File: src/rtl/opb_register_bank_ppc2simulink.sv
// opb_register_bank_ppc2simulink
// OPB slave holding a bank of C_NUM_REGS 32-bit PPC-to-fabric registers.
// Bus writes land in shadow registers with byte-lane granularity. A COMMIT
// write copies every shadow word to the fabric outputs on the same cycle, so
// multi-word tables always change coherently on the fabric side.
// Optional build macro: REGBANK_READBACK_EN
//   defined   -> register reads return the shadow value, STATUS is readable
//   undefined -> every read returns 0 (reads are still acknowledged)
module opb_register_bank_ppc2simulink #(
  parameter logic [31:0] C_BASEADDR    = 32'h0000_0000,
  parameter logic [31:0] C_HIGHADDR    = 32'h0000_00FF,
  parameter int          C_NUM_REGS    = 8,
  parameter logic [31:0] C_RESET_VAL   = 32'h0000_0000,
  parameter int          C_AUTO_COMMIT = 0
) (
  input  logic                      OPB_Clk,
  input  logic                      OPB_Rst_n,
  input  logic [0:31]               OPB_ABus,
  input  logic [0:3]                OPB_BE,
  input  logic [0:31]               OPB_DBus,
  input  logic                      OPB_RNW,
  input  logic                      OPB_select,
  input  logic                      OPB_seqAddr,
  output logic [0:31]               Sl_DBus,
  output logic                      Sl_xferAck,
  output logic                      Sl_errAck,
  output logic                      Sl_retry,
  output logic                      Sl_toutSup,
  output logic [C_NUM_REGS*32-1:0]  user_data_out,
  output logic                      user_load,
  output logic [15:0]               user_commit_cnt
);

  localparam logic [1:0] ST_IDLE = 2'd0;
  localparam logic [1:0] ST_ACK  = 2'd1;
  localparam logic [1:0] ST_HOLD = 2'd2;

  localparam logic [29:0] COMMIT_IDX  = 30'(C_NUM_REGS);
  localparam logic [29:0] STATUS_IDX  = 30'(C_NUM_REGS + 1);
  localparam logic [31:0] WINDOW_SPAN = C_HIGHADDR - C_BASEADDR;

  // Bus fields re-expressed with bit 31 as the most significant bit, so the
  // OPB big-endian lane 0 (BE[0], DBus[0:7]) becomes be[3] / wdata[31:24].
  logic [31:0] abus;
  logic [31:0] wdata;
  logic [3:0]  be;
  logic [31:0] offset;
  logic [29:0] word_idx;
  logic        in_window;
  logic        start;
  logic        wr_start;
  logic        commit_hit;
  logic [31:0] lane_mask;
  logic [31:0] rd_data;

  logic [1:0]                  state;
  logic                        ack_q;
  logic [31:0]                 dbus_q;
  logic [31:0]                 shadow [C_NUM_REGS];
  logic [C_NUM_REGS*32-1:0]    active_q;
  logic                        commit_pend;
  logic [C_NUM_REGS-1:0]       auto_mask;
  logic                        load_q;
  logic [15:0]                 cnt_q;

  assign abus  = OPB_ABus;
  assign wdata = OPB_DBus;
  assign be    = OPB_BE;

  // Subtracting the base first lets one unsigned compare cover the whole
  // window: addresses below the base wrap to huge offsets and fall outside.
  assign offset     = abus - C_BASEADDR;
  assign word_idx   = offset[31:2];
  assign in_window  = (offset <= WINDOW_SPAN);
  assign start      = (state == ST_IDLE) && OPB_select && in_window;
  assign wr_start   = start && !OPB_RNW;
  assign commit_hit = wr_start && (word_idx == COMMIT_IDX) && wdata[0];

  // Expand the byte enables into a per-bit write mask
  always_comb begin
    lane_mask = 32'h0;
    for (int j = 0; j < 4; j++) begin
      lane_mask[8*j +: 8] = {8{be[j]}};
    end
  end

  // Select read data for the addressed word; without readback it stays zero
  always_comb begin
    rd_data = 32'h0;
`ifdef REGBANK_READBACK_EN
    for (int i = 0; i < C_NUM_REGS; i++) begin
      if (word_idx == 30'(i)) begin
        rd_data = shadow[i];
      end
    end
    if (word_idx == STATUS_IDX) begin
      rd_data = {16'h0, cnt_q};
    end
`endif
  end

  // Transfer FSM: one registered ack per select, then wait for select to drop
  always_ff @(posedge OPB_Clk or negedge OPB_Rst_n) begin
    if (!OPB_Rst_n) begin
      state  <= ST_IDLE;
      ack_q  <= 1'b0;
      dbus_q <= 32'h0;
    end else begin
      case (state)
        ST_IDLE: begin
          ack_q  <= 1'b0;
          dbus_q <= 32'h0;
          if (start) begin
            state  <= ST_ACK;
            ack_q  <= 1'b1;
            dbus_q <= OPB_RNW ? rd_data : 32'h0;
          end
        end
        ST_ACK: begin
          state  <= ST_HOLD;
          ack_q  <= 1'b0;
          dbus_q <= 32'h0;
        end
        ST_HOLD: begin
          ack_q  <= 1'b0;
          dbus_q <= 32'h0;
          if (!OPB_select) begin
            state <= ST_IDLE;
          end
        end
        default: begin
          state  <= ST_IDLE;
          ack_q  <= 1'b0;
          dbus_q <= 32'h0;
        end
      endcase
    end
  end

  // Shadow registers take the enabled byte lanes on the ack edge
  always_ff @(posedge OPB_Clk or negedge OPB_Rst_n) begin
    if (!OPB_Rst_n) begin
      for (int i = 0; i < C_NUM_REGS; i++) begin
        shadow[i] <= C_RESET_VAL;
      end
    end else begin
      for (int i = 0; i < C_NUM_REGS; i++) begin
        if (wr_start && (word_idx == 30'(i))) begin
          shadow[i] <= (shadow[i] & ~lane_mask) | (wdata & lane_mask);
        end
      end
    end
  end

  // Remember which update is owed so the fabric side changes one edge later
  always_ff @(posedge OPB_Clk or negedge OPB_Rst_n) begin
    if (!OPB_Rst_n) begin
      commit_pend <= 1'b0;
      auto_mask   <= '0;
    end else begin
      commit_pend <= commit_hit;
      for (int i = 0; i < C_NUM_REGS; i++) begin
        auto_mask[i] <= (C_AUTO_COMMIT != 0) && wr_start && (word_idx == 30'(i));
      end
    end
  end

  // Active registers, load strobe and commit counter on the fabric side
  always_ff @(posedge OPB_Clk or negedge OPB_Rst_n) begin
    if (!OPB_Rst_n) begin
      active_q <= {C_NUM_REGS{C_RESET_VAL}};
      load_q   <= 1'b0;
      cnt_q    <= 16'h0;
    end else begin
      load_q <= commit_pend | (|auto_mask);
      if (commit_pend) begin
        cnt_q <= cnt_q + 16'd1;
        for (int i = 0; i < C_NUM_REGS; i++) begin
          active_q[32*i +: 32] <= shadow[i];
        end
      end else begin
        for (int i = 0; i < C_NUM_REGS; i++) begin
          if (auto_mask[i]) begin
            active_q[32*i +: 32] <= shadow[i];
          end
        end
      end
    end
  end

  assign Sl_DBus         = dbus_q;
  assign Sl_xferAck      = ack_q;
  assign Sl_errAck       = 1'b0;
  assign Sl_retry        = 1'b0;
  assign Sl_toutSup      = 1'b0;
  assign user_data_out   = active_q;
  assign user_load       = load_q;
  assign user_commit_cnt = cnt_q;

  // Sequential-address hint and the byte offset carry no meaning here
  logic unused_inputs;
  assign unused_inputs = &{1'b0, OPB_seqAddr, offset[1:0]};

endmodule
File: config.mk
export PLATFORM = sky130hd
export DESIGN_NAME = opb_register_bank_ppc2simulink
export DESIGN_NICKNAME = d
export VERILOG_FILES = /design/src/rtl/opb_register_bank_ppc2simulink.sv
export SDC_FILE = /design/constraint.sdc
export NUM_CORES = 1
export LEC_CHECK = 0
export ABC_AREA = 1
export CORE_MARGIN = 1.5
export CORE_UTILIZATION = 50
export DETAILED_ROUTE_END_ITERATION = 8
export GPL_TIMING_DRIVEN = 0
export PLACE_DENSITY = 0.76
export SYNTH_ARGS = -nofsm -noshare
export SYNTH_HDL_FRONTEND = slang
export SYNTH_SLANG_ARGS = --single-unit
File: constraint.sdc
create_clock -name OPB_Clk -period 1.95 [get_ports OPB_Clk]
set_input_delay 0.2925 -clock OPB_Clk [delete_from_list [all_inputs] [get_ports OPB_Clk]]
set_output_delay 0.2925 -clock OPB_Clk [all_outputs]
set_load 0.02 [all_outputs]
### Word-level counts from Yosys, hierarchy flattened

Index checks and enable logic that the tools add are counted.

| operators by class | value |
|---|---|
| add/sub/neg operators | 1 |
| order comparisons | 1 |
| equality and inequality tests | 12 |
| multiplexer cells | 6 |
| bitwise operators | 18 |
| reductions and logical operators | 17 |

Operators with widths:

| cell | number |
|---|---|
| 32-bit AND | 9 |
| 256-bit 2-to-1 mux | 1 |
| 32-bit OR | 8 |
| 30-bit by 3-bit == test with 1-bit output (second input constant) | 4 |
| 30-bit by 2-bit == test with 1-bit output (second input constant) | 2 |
| 32-bit by 8-bit less-or-equal comparator with 1-bit output (second input constant) | 1 |
| 32-bit NOT | 1 |
| 30-bit by 1-bit == test with 1-bit output (second input constant) | 1 |
| 30-bit by 4-bit == test with 1-bit output (second input constant) | 1 |
| 30-bit zero test | 1 |
| 16-bit by 1-bit adder with 16-bit output (second input constant) | 1 |
| 1-bit logical AND | 13 |
| 2-bit case mux with 3 select lines | 1 |
| 2-bit 2-to-1 mux | 2 |
| 2-bit != test (second input constant) | 2 |
| 2-bit by 1-bit == test with 1-bit output (second input constant) | 1 |
| 2-bit == test (second input constant) | 1 |
| 2-bit zero test | 1 |
| 1-bit 2-to-1 mux | 2 |
| 2-bit AND reduction | 1 |
| 1-bit zero test | 1 |

| storage, ports and cells | value |
|---|---|
| register bits | 533 |
| input port bits | 73 |
| output and inout port bits | 309 |
| logic and storage cells | 69 |

### Longest topological paths before layout

| depth | value |
|---|---|
| depth after elaboration | 6 |
| gate-level depth with buffers | 11 |
| gate-level depth less buffers | 9 |

### Worst setup path before layout

No wires, ideal clock.

| path | value |
|---|---|
| path type | register to register |
| start | reg cnt_q[0] (netlist: user_commit_cnt[0]) |
| end | reg cnt_q[10] (netlist: user_commit_cnt[10]) |
| arrival | 1.543 ns |
| required time | 1.821 ns |
| setup slack | 0.277 ns |
| cell stages (with the launch flop) | 8 |
| buffers on the path | 0 |
| path through | dfrtp_1 > ha_1 > nand3_1 > nor2_1 > nand2_1 > nor3_1 > nand3_1 > xnor2_1 |

| between the ends | value |
|---|---|
| cells in the longest elaborated chain, start to end | 1 |

RTL lines:

| item | RTL line | source |
|---|---|---|
| start: declaration | 64 | `logic [15:0] cnt_q;` |
| start signal: assignment | 177 | `cnt_q <= cnt_q + 16'd1;` |
| 16-bit by 1-bit adder with 16-bit output | 177 |  |

Every way passes these cells.
A chain may end at the register's enable or synchronous reset.

### Final worst setup path

| path | value |
|---|---|
| start | reg active_q[232] (netlist: user_data_out[232]) |
| end | out user_data_out[232] |

RTL lines:

| item | RTL line | source |
|---|---|---|
| start: declaration | 60 | `logic [C_NUM_REGS*32-1:0] active_q;` |
| start signal: assignment | 171 | `active_q <= {C_NUM_REGS{C_RESET_VAL}};` |
| start signal: indexed assignment | 179 | `active_q[32*i +: 32] <= shadow[i];` |
| start signal: indexed assignment | 184 | `active_q[32*i +: 32] <= shadow[i];` |
| end: declaration | 29 | `output logic [C_NUM_REGS*32-1:0] user_data_out,` |

No word-level cell between the ends.

==> results_dict.tcl <==
set metrics [dict create \
    io_pins 382 \
    syn_to_final_growth_pct 27.0 \
    htree_levels 2 \
    maxSlewHeadroom_pct 52.2 \
    num_vias 18900 \
    synth_most_common_cell "nand2_1" \
    synth_edf_count 0 \
    cts_tree "built" \
    drive_above_1_share_pct 10.3 \
    required_ns 1.66 \
    critPathSlowestCell "clkdlybuf4s50_1" \
    synth_top_area_share_pct 59.7 \
    synth-seq-area-share_pct 59.7 \
    cp_top_family "buffers and inverters" \
    critPathArrivalTime_ns 1.65 \
    synth_top_area_cell "dfrtp_1" \
    ys_ff_latch 533 \
    synth_area_um2 22400 \
    end_kind "primary output" \
    place.gp.congestion 0.888 \
    dieHeight_um 214 \
    power_density_nw_per_um2 793 \
    finalNonFillerCells 3502 \
    internal_power_mw 17.5 \
    clk_latency_ns 0.62 \
    drv_cap 0 \
    antenna_left 0 \
    dp_hpwl_um 50200 \
    syn_inst 2461 \
    drt_iter0_drc 1925 \
    dieWidth_um 214 \
    port_buffers 307 \
    die_area_um2 46000 \
    synth.avg_cell_area_um2 9.08 \
    rsz0062_at_grt "true" \
    grt_overflow 0 \
    critPathKind "register to primary output" \
    grt_pass1_vias 18800 \
    min_period_ns 1.94 \
    switching_power_mw 4.98 \
    drc 0 \
    synth_area_leaders "dfrtp_1 (60%), nand2_1 (22%), nand4_1 (7.2%)" \
    place_area_um2 26400 \
    synthArstFlopShare_pct 100 \
    wire_per_inst_um 19.6 \
    stdcell_area_um2 28400 \
    dpl.cell_count 3398 \
    slew_violations 0 \
    synth_cell_types 31 \
    fin_crit_sh_pct 99.5 \
    crit_buf_inv 1 \
    ys_warn_count 0 \
    fmax_mhz 515 \
    antenna_found_initial 5 \
    firstDrtPassIters 6 \
    power_frac_comb_pct 3.7 \
    cts-root-buf "clkbuf_16" \
    hold_path_class "primary input to register" \
    drt-total-wl_um 68800 \
    seqPwrFrac_pct 49.2 \
    grt_pass1_wl_um 106000 \
    clkPwrFrac_pct 47.2 \
    p_sw_share_pct 22.1 \
    finalHoldViolCount 0 \
    cellLeakagePower_nw 15.8 \
    synth_ff_type "dfrtp_1" \
    grt_max_degree 120 \
    rows 77 \
    clock_path_buffers 3 \
    crit_path_start_kind "register" \
    clk_pin_slew_worst_paths_ns 0.06 \
    track_usage_pct 29.8 \
    tightest_slew_ns 0.716 \
    nets 2939 \
    fin_util_pct 64.3 \
    clock_sinks 533 \
    finalSetupViolations 0 \
    setup_tns_ns 0 \
    core_area_um2 44100 \
    ir_drop_uv 637 \
    cp_cell_sequence "clkdlybuf4s50_1" \
    cts_buffers 54 \
    vias_per_cell 5.41 \
    start_util_pct 50.7 \
    crit_fanout 2 \
    final.setup_skew_ns 0.0285 \
    cp_slowest_stage_delay_ns 0.69 \
    synth_commonest_cells "nand2_1 (1312), dfrtp_1 (533), nand4_1 (257), clkbuf_1 (80), buf_4 (53)" \
    status "complete, no violations" \
]
==> power by group through the flow <==
stage | registers [mW] | logic (mW) | clock network (mW)
finish | 11.1 | 0.822 | 10.6
global route | 11.1 | 0.890 | 11.2
CTS | 11.1 | 0.806 | 10.7
detailed placement | 11.3 | 0.803 | 0
global placement | 11.3 | 0.745 | 0
floorplan | 11.3 | 0.336 | 0
==> path summary, 6_finish.rpt <==
path,start,endpoint,slack (ns),cells after the start
min in group asynchronous,OPB_Rst_n,user_commit_cnt[13],0.22,2
max in group asynchronous,OPB_Rst_n,user_data_out[53],0.29,4
setup / recovery,user_data_out[232],user_data_out[232],0.01,1
hold / removal,OPB_DBus[17],register,0.09,3
hold reg to reg,commit_pend,user_load,0.40,0
setup reg to reg,commit_pend,user_data_out[225],0.08,5
==> kinds of logic after synthesis <==
family | share of synthesized area [%]
AOI/OAI and AO/OA | 0.0447
xor gates and xnor gates | 0.509
adders and majority gates | 0.0560
buffers and inverters | 5.60
DFF | 59.7
other | 0.0168
and+or+nand+nor | 34.1
==> worst register-to-register path, delay by kind of cell, from the launching register on <==
family | cells | cell delay [ns]
buffers and inverters | 3 | 1.18
flip-flops | 1 | 0.35
AND/OR/NAND/NOR | 2 | 0.27
==> metrics by stage <==
stage / total power, mW / hold WS, ns / setup slack, ns
floorplan: 11.6 / -0.00309 / 0.277
global placement: 12.0 / 0.370 / -21.94
detailed placement: 12.1 / 0.366 / -0.483
CTS: 22.6 / 0.0789 / 0.000837
global route: 23.1 / 0.116 / -0.00819
finish: 22.5 / 0.0933 / 0.0100
==> area by class of cell <==
| class | instances | area (um^2) |
|---|---|---|
| Sequential cell | 533 | 13300 |
| Inverter | 32 | 121 |
| Timing Repair Buffer | 314 | 3230 |
| Clock buffer | 82 | 1630 |
| Fill cell | 3653 | 15700 |
| Tap cell | 592 | 741 |
| Antenna cell | 3 | 7.51 |
| Clock inverter | 16 | 204 |
| Multi-Input combinational cell | 1716 | 7900 |
| Buffer | 214 | 1210 |
==> layout by cell type, fill, tap and decap left out, types with 32 or more instances in the layout <==
master           synthesis  final
nand4_4                 32     32
clkbuf_1                80     71
buf_4                   53     54
clkbuf_16                0     55
buf_2                   41     32
conb_1                   1     35
nand2_1               1312   1312
nand4_1                257    257
clkdlybuf4s50_1          0    262
dfrtp_1                533    533
clkbuf_2                30     49
==> routing by layer <==
metal | routed length, um | track usage [%] | vias to the layer above | share of wire (%)
li1 | - | - | 8653 | -
met2 | 32900 | 48.6 | 805 | 48
met4 | 2290 | 11.8 | 4 | 3.3
met1 | 27900 | 39.9 | 9326 | 41
met3 | 5680 | 5.21 | 157 | 8.2
met5 | 24 | 0 | - | 0.035
==> what timing repair did <==
action                                  in CTS  in global routing
hold endpoints to repair                    99                  0
buffers inserted                             0                  1
resized for setup                           46                 50
endpoints found under the setup margin     264                726
pin swaps                                    0                  1
cloned                                       0                  1
hold buffers                                 1                  0
Note: power is estimated with default switching activity, not from simulation.
